`src/rtl/hello_cpu_0_oci_dct_pkg.sv`:
```
// ---------------------------------------------------------------------------
// hello_cpu_0_oci_dct_pkg
// Shared definitions for the OCI data-capture-trace (DCT) packer:
//   ATOM_W / SLOTS / BUF_W / CNT_W  - atom and buffer geometry
//   dct_state_e                     - packer FSM states (RUN, DRAIN, DONE)
//   ATOM_*                          - atom encodings (atoms are stored verbatim)
//   slot_write()                    - replaces one atom slot inside a packed buffer
// ---------------------------------------------------------------------------
package hello_cpu_0_oci_dct_pkg;

  localparam int ATOM_W = 2;
  localparam int SLOTS  = 15;
  localparam int BUF_W  = ATOM_W * SLOTS;
  localparam int CNT_W  = 4;

  typedef enum logic [1:0] {
    ST_RUN   = 2'd0,
    ST_DRAIN = 2'd1,
    ST_DONE  = 2'd2
  } dct_state_e;

  localparam logic [ATOM_W-1:0] ATOM_0 = 2'b00;
  localparam logic [ATOM_W-1:0] ATOM_1 = 2'b01;
  localparam logic [ATOM_W-1:0] ATOM_2 = 2'b10;
  localparam logic [ATOM_W-1:0] ATOM_3 = 2'b11;

  // Slot k occupies bits [ATOM_W*k +: ATOM_W]; an out-of-range k leaves b untouched.
  function automatic logic [BUF_W-1:0] slot_write(input logic [BUF_W-1:0]  b,
                                                  input logic [CNT_W-1:0]  k,
                                                  input logic [ATOM_W-1:0] a);
    logic [BUF_W-1:0] r;
    r = b;
    for (int s = 0; s < SLOTS; s++) begin
      if (k == s[CNT_W-1:0]) r[s*ATOM_W +: ATOM_W] = a;
    end
    return r;
  endfunction

endpackage

```
`src/rtl/hello_cpu_0_oci_dct_outreg.sv`:
```
// ---------------------------------------------------------------------------
// hello_cpu_0_oci_dct_outreg
// Output holding register for finished DCT buffers.
//   clk, reset_n  clock / asynchronous active-low reset
//   i_load        capture i_buf/i_cnt and raise o_valid (only when o_free)
//   i_buf, i_cnt  packed atoms and atom count to present
//   i_ready       consumer ready
//   o_valid       payload valid; o_buf/o_cnt held while o_valid && !i_ready
//   o_free        register may be loaded this cycle (empty or draining now)
// ---------------------------------------------------------------------------
module hello_cpu_0_oci_dct_outreg
  import hello_cpu_0_oci_dct_pkg::*;
(
  input  logic             clk,
  input  logic             reset_n,
  input  logic             i_load,
  input  logic [BUF_W-1:0] i_buf,
  input  logic [CNT_W-1:0] i_cnt,
  input  logic             i_ready,
  output logic             o_valid,
  output logic [BUF_W-1:0] o_buf,
  output logic [CNT_W-1:0] o_cnt,
  output logic             o_free
);

  logic             r_valid;
  logic [BUF_W-1:0] r_buf;
  logic [CNT_W-1:0] r_cnt;

  always_ff @(posedge clk or negedge reset_n) begin
    if (!reset_n) begin
      r_valid <= 1'b0;
      r_buf   <= '0;
      r_cnt   <= '0;
    end else if (i_load) begin
      // A load in the handshake cycle makes the beats back-to-back.
      r_valid <= 1'b1;
      r_buf   <= i_buf;
      r_cnt   <= i_cnt;
    end else if (i_ready) begin
      r_valid <= 1'b0;
    end
  end

  assign o_free  = !r_valid || i_ready;
  assign o_valid = r_valid;
  assign o_buf   = r_buf;
  assign o_cnt   = r_cnt;

endmodule

```
`config.mk`:
```
export PLATFORM = sky130hd
export DESIGN_NAME = hello_cpu_0_oci_dct_outreg
export DESIGN_NICKNAME = d
export VERILOG_FILES = /design/src/rtl/hello_cpu_0_oci_dct_pkg.sv /design/src/rtl/hello_cpu_0_oci_dct_outreg.sv
export SDC_FILE = /design/constraint.sdc
export NUM_CORES = 1
export LEC_CHECK = 0
export ABC_CLOCK_PERIOD_IN_PS = 1100
export CAP_MARGIN = 25
export CORE_MARGIN = 10
export CORE_UTILIZATION = 42
export DETAILED_ROUTE_END_ITERATION = 10
export PLACE_DENSITY = 0.86
export SLEW_MARGIN = 25
export SYNTH_ARGS = -nofsm -noshare
export SYNTH_HDL_FRONTEND = slang
export SYNTH_SLANG_ARGS = --single-unit
```
`constraint.sdc`:
```
create_clock -name clk -period 1.1 [get_ports clk]
set_input_delay 0.22 -clock clk [delete_from_list [all_inputs] [get_ports clk]]
set_output_delay 0.22 -clock clk [all_outputs]
set_load 0.02 [all_outputs]
```
# Yosys cells after proc, flatten, opt, wreduce, memory -nomap -nowiden
# Cells that the tools add are included.
# Widths: inputs -> output; s select.
[op_classes]
n_reduce_logical = 3
mux = 2
[ops]
columns = ["op", "count"]
rows = [
  ["$mux 1", 2],
  ["$reduce_bool 2->1", 1],
  ["$logic_not 1->1", 1],
  ["$logic_or 1x1->1", 1],
]
[totals]
output_inout_bits = 36
register_bits = 35

# Depth between registers and ports, before layout
[depth]
ltp_word = 2
mapped_depth = 3
depth_no_buf = 2

# Least setup slack after synthesis
# No wires, ideal clock.
[synth_path]
path_kind = "input-to-reg"
start = "input port i_load"
end = "register r_buf[0], in the netlist o_buf[0]"
setup_ps = 125
n_path_buf = 2
path_slack_ps = 196
arrival_time_ps = 779
cell_stages = 3
cell_sequence = "buf_6 buf_12 mux2_4"
[synth_lines]
columns = ["element", "line_no", "text"]
rows = [
  ["start: declaration", "hello_cpu_0_oci_dct_outreg.sv:16", "input logic i_load,"],
  ["end signal: assignment", "hello_cpu_0_oci_dct_outreg.sv:38", "r_buf <= i_buf;"],
  ["end: declaration", "hello_cpu_0_oci_dct_outreg.sv:27", "logic [BUF_W-1:0] r_buf;"],
]
# No word-level cell between the ends.

# Final worst setup path
[layout_path]
start = "register r_valid, in the netlist o_valid"
end = "output port o_free"
[layout_via]
elab_chain_cells = 2
[layout_lines]
columns = ["element", "line_no", "text"]
rows = [
  ["start: declaration", "hello_cpu_0_oci_dct_outreg.sv:26", "logic r_valid;"],
  ["start signal: assignment", "hello_cpu_0_oci_dct_outreg.sv:32", "r_valid <= 1'b0;"],
  ["start signal: assignment", "hello_cpu_0_oci_dct_outreg.sv:37", "r_valid <= 1'b1;"],
  ["start signal: assignment", "hello_cpu_0_oci_dct_outreg.sv:41", "r_valid <= 1'b0;"],
  ["$logic_not 1->1", "hello_cpu_0_oci_dct_outreg.sv:45", "assign o_free = !r_valid || i_ready;"],
  ["$logic_or 1x1->1", "hello_cpu_0_oci_dct_outreg.sv:45", ""],
  ["end: declaration", "hello_cpu_0_oci_dct_outreg.sv:23", "output logic o_free"],
]
# No other way between the ends.

==> impl_metrics.py <==
metrics = {
    "setup_path": {
        "reg2reg_depth": 3,
        "rrSetupSlack_ps": 60,
        "critPathMaxStageDelay_ps": 380,
        "path_cells": "nand2b_1 -> buf_6",
        "path_max_fanout": 2,
        "critical_path_class": "reg -> out",
        "r2r-start": "o_buf[1]",
        "crit_path_end_kind": "output port",
        "reg2reg_to": "o_buf[1]",
        "cp.depth": 2,
        "endpoint": "o_free",
        "cp.required_ps": 880,
        "startpoint_type": "flip-flop",
        "path_delay_family": "flip-flops",
        "critical_path.slowest_cell": "dfrtp_1",
        "worstPathBufferInverterCount": 1,
        "startpoint": "o_valid",
        "worstPathArrival_ps": 920,
    },
    "run_status": {
        "violations": "negative setup slack",
        "status": "complete, but fails checks",
    },
    "clocking": {
        "cts_buffers": 5,
        "cts_tree": "built",
        "cts_hold_buf": 0,
        "clockBufferDepth": 2,
        "cts_root_buf": "clkbuf_4",
        "htree_levels": 2,
        "cts.sinks": 35,
        "clk_pin_slew_ps": 90,
        "insertion_delay_ps": 310,
    },
    "floorplanning": {
        "io_pins": 74,
        "num_rows": 21,
        "die_area_um2": 6210,
        "die_x_um": 78.8,
        "core_area_um2": 3340,
        "start_util_pct": 43.5,
        "die_height_um": 78.8,
    },
    "power": {
        "pwr-share-seq_pct": 48.3,
        "swShare_pct": 27.1,
        "ir_drop_v": 0.000785,
        "p_leak_nw": 1.19,
        "internal_power_mw": 2.28,
        "switching_power_mw": 0.849,
        "power.density_nw_per_um2": 1260,
        "p_total_mw": 3.13,
        "combPwrFrac_pct": 32.5,
        "pwr-share-clk_pct": 19.3,
    },
    "timing": {
        "setup_viol": 1,
        "hold_viol": 0,
        "skew_ps": 0,
        "fin_crit_sh_pct": 104,
        "slew_headroom_pct": 87.4,
        "final.min_clock_period_ps": 1140,
        "worst_slack_ps": -44.4,
        "worstMarginPinSlew_ps": 189,
        "rsz0062_at_grt": "yes",
        "clock.fmax_mhz": 874,
        "slew_viol_final": 0,
    },
    "layout": {
        "syn2layout_area_growth_pct": 70.6,
        "n_fill_cell": 235,
        "antenna_cells": 0,
        "fin_area_um2": 2480,
        "seqCellArea_um2": 876,
        "drive_gt1_share_pct": 58.0,
        "multi_input_area_um2": 504,
        "layout.nets": 215,
        "utilization_pct": 74.2,
    },
    "yosys": {
        "synthCells": 75,
        "synth_seq_area_share_pct": 60.3,
        "synth_seq_cells": 35,
        "syn-num-nets": 113,
        "yosysWarnings": 0,
        "syn_avg_cell_area_um2": 19.4,
        "ys_types": 6,
        "syn_area_um2": 1450,
    },
    "drt": {
        "num_vias": 997,
        "dr.pass1.iters": 3,
        "drtIter0Drc": 28,
        "wire_per_inst_um": 17.7,
        "via_per_inst": 4.49,
        "drt_wl_total_um": 3930,
        "drc": 0,
        "ant_nets": 0,
    },
    "run": {
        "cap_violations": 0,
    },
    "min_path": {
        "worstHoldPathType": "in -> async",
    },
    "global_route": {
        "antenna_found_initial": 0,
        "grt_pass1_vias": 1171,
        "grt_max_degree": 36,
        "grt.overflow.total": 0,
        "track_usage_pct": 12.7,
        "grt_pass1_wl_um": 6180,
    },
    "placed_design": {
        "place_congestion": 0.607,
        "portBuffers": 73,
        "postPlaceCellArea_um2": 2250,
        "place_hpwl_um": 2810,
    },
}
==> synth_stat cells (all sizes together) <==
cell | count | area, um2
buf | 4 | 71.3
dfrtp | 35 | 876
mux2 | 34 | 492
nand2b | 2 | 12.5
==> worst reg2reg max path, stage by stage (launching register included) <==
cell	delay, ps
dfrtp_1	410
buf_4	140
buf_4	120
mux2_4	260
==> final cells by class <==
type	count	share of cell area (%)
Timing Repair Buffer	99	40.3
Sequential cell	35	35.4
Clock buffer	6	1.67
Multi-Input combinational cell	36	20.4
Tap cell	46	2.32
==> sequential cells by signal, indices dropped and copies added (netlist names) <==
signal / cells
o_buf: 30
o_cnt: 4
o_valid: 1
==> stage by stage <==
stage / setup TNS [ps] / hold WS (ps) / worst slack (ps) / cells
after floorplan: 0 / -75.6 / 196 / 75
after global placement: -2630 / 492 / -507 / 196
after detailed placement: -2860 / 492 / -507 / 196
after CTS: -81.2 / 253 / -71.1 / 214
after global routing: -844 / 256 / -116 / 222
final: -44.4 / 257 / -44.4 / 222
==> per-layer routing <==
| layer | vias up | GRT usage [%] | part of all wire (%) |
|---|---|---|---|
| li1 | 459 | - | - |
| met1 | 492 | 12.4 | 36 |
| met2 | 44 | 22.0 | 53 |
| met3 | 2 | 8.00 | 11 |
| met4 | 0 | 3.23 | 0.31 |
| met5 | - | 0 | 0 |
==> placed cells by master, fill, tap and decap left out <==
master	synthesis	layout
clkdlybuf4s50_1	0	36
dfrtp_1	35	35
buf_6	1	35
mux2_4	29	29
buf_4	0	23
mux2_2	5	5
clkbuf_4	0	5
buf_12	3	3
nand2b_1	2	2
buf_2	0	2
clkbuf_1	0	1
==> cells by family (layout without fill, tap and decap cells) <==
family | after synthesis | in the layout | synth area share [%]
DFF | 35 | 35 | 60.3
muxes | 34 | 34 | 33.9
buffers and inverters | 4 | 105 | 4.91
and+or+nand+nor | 2 | 2 | 0.862
==> power groups by stage <==
| stage | combinational (mW) | clock (mW) | sequential (mW) |
|---|---|---|---|
| after floorplan | 0.254 | 0 | 1.66 |
| after global placement | 0.879 | 0 | 1.50 |
| after CTS | 0.960 | 0.624 | 1.50 |
| after detailed placement | 0.894 | 0 | 1.51 |
| final | 1.02 | 0.603 | 1.51 |
| after global routing | 1.07 | 0.682 | 1.53 |
==> worst min-delay path by stage <==
stage / from / end / slack (ps) / depth (start not counted)
4_1_cts: reset_n / o_buf[28] / 250 / 2
3_5_place_dp: o_cnt[0] / o_cnt[0] / 490 / 1
6_report: reset_n / o_buf[14] / 260 / 2
5_1_grt: reset_n / o_buf[8] / 260 / 2
3_3_place_gp: o_cnt[0] / o_cnt[0] / 490 / 1
2_1_floorplan: reset_n / o_buf[0] / -80 / 0
==> timing repair <==
item / 4_1_cts / 5_1_grt
setup buffers: 12 / 8
setup endpoints to repair: 36 / 36
resized for setup: 202 / 12
Power figures use the tool's default switching activity.
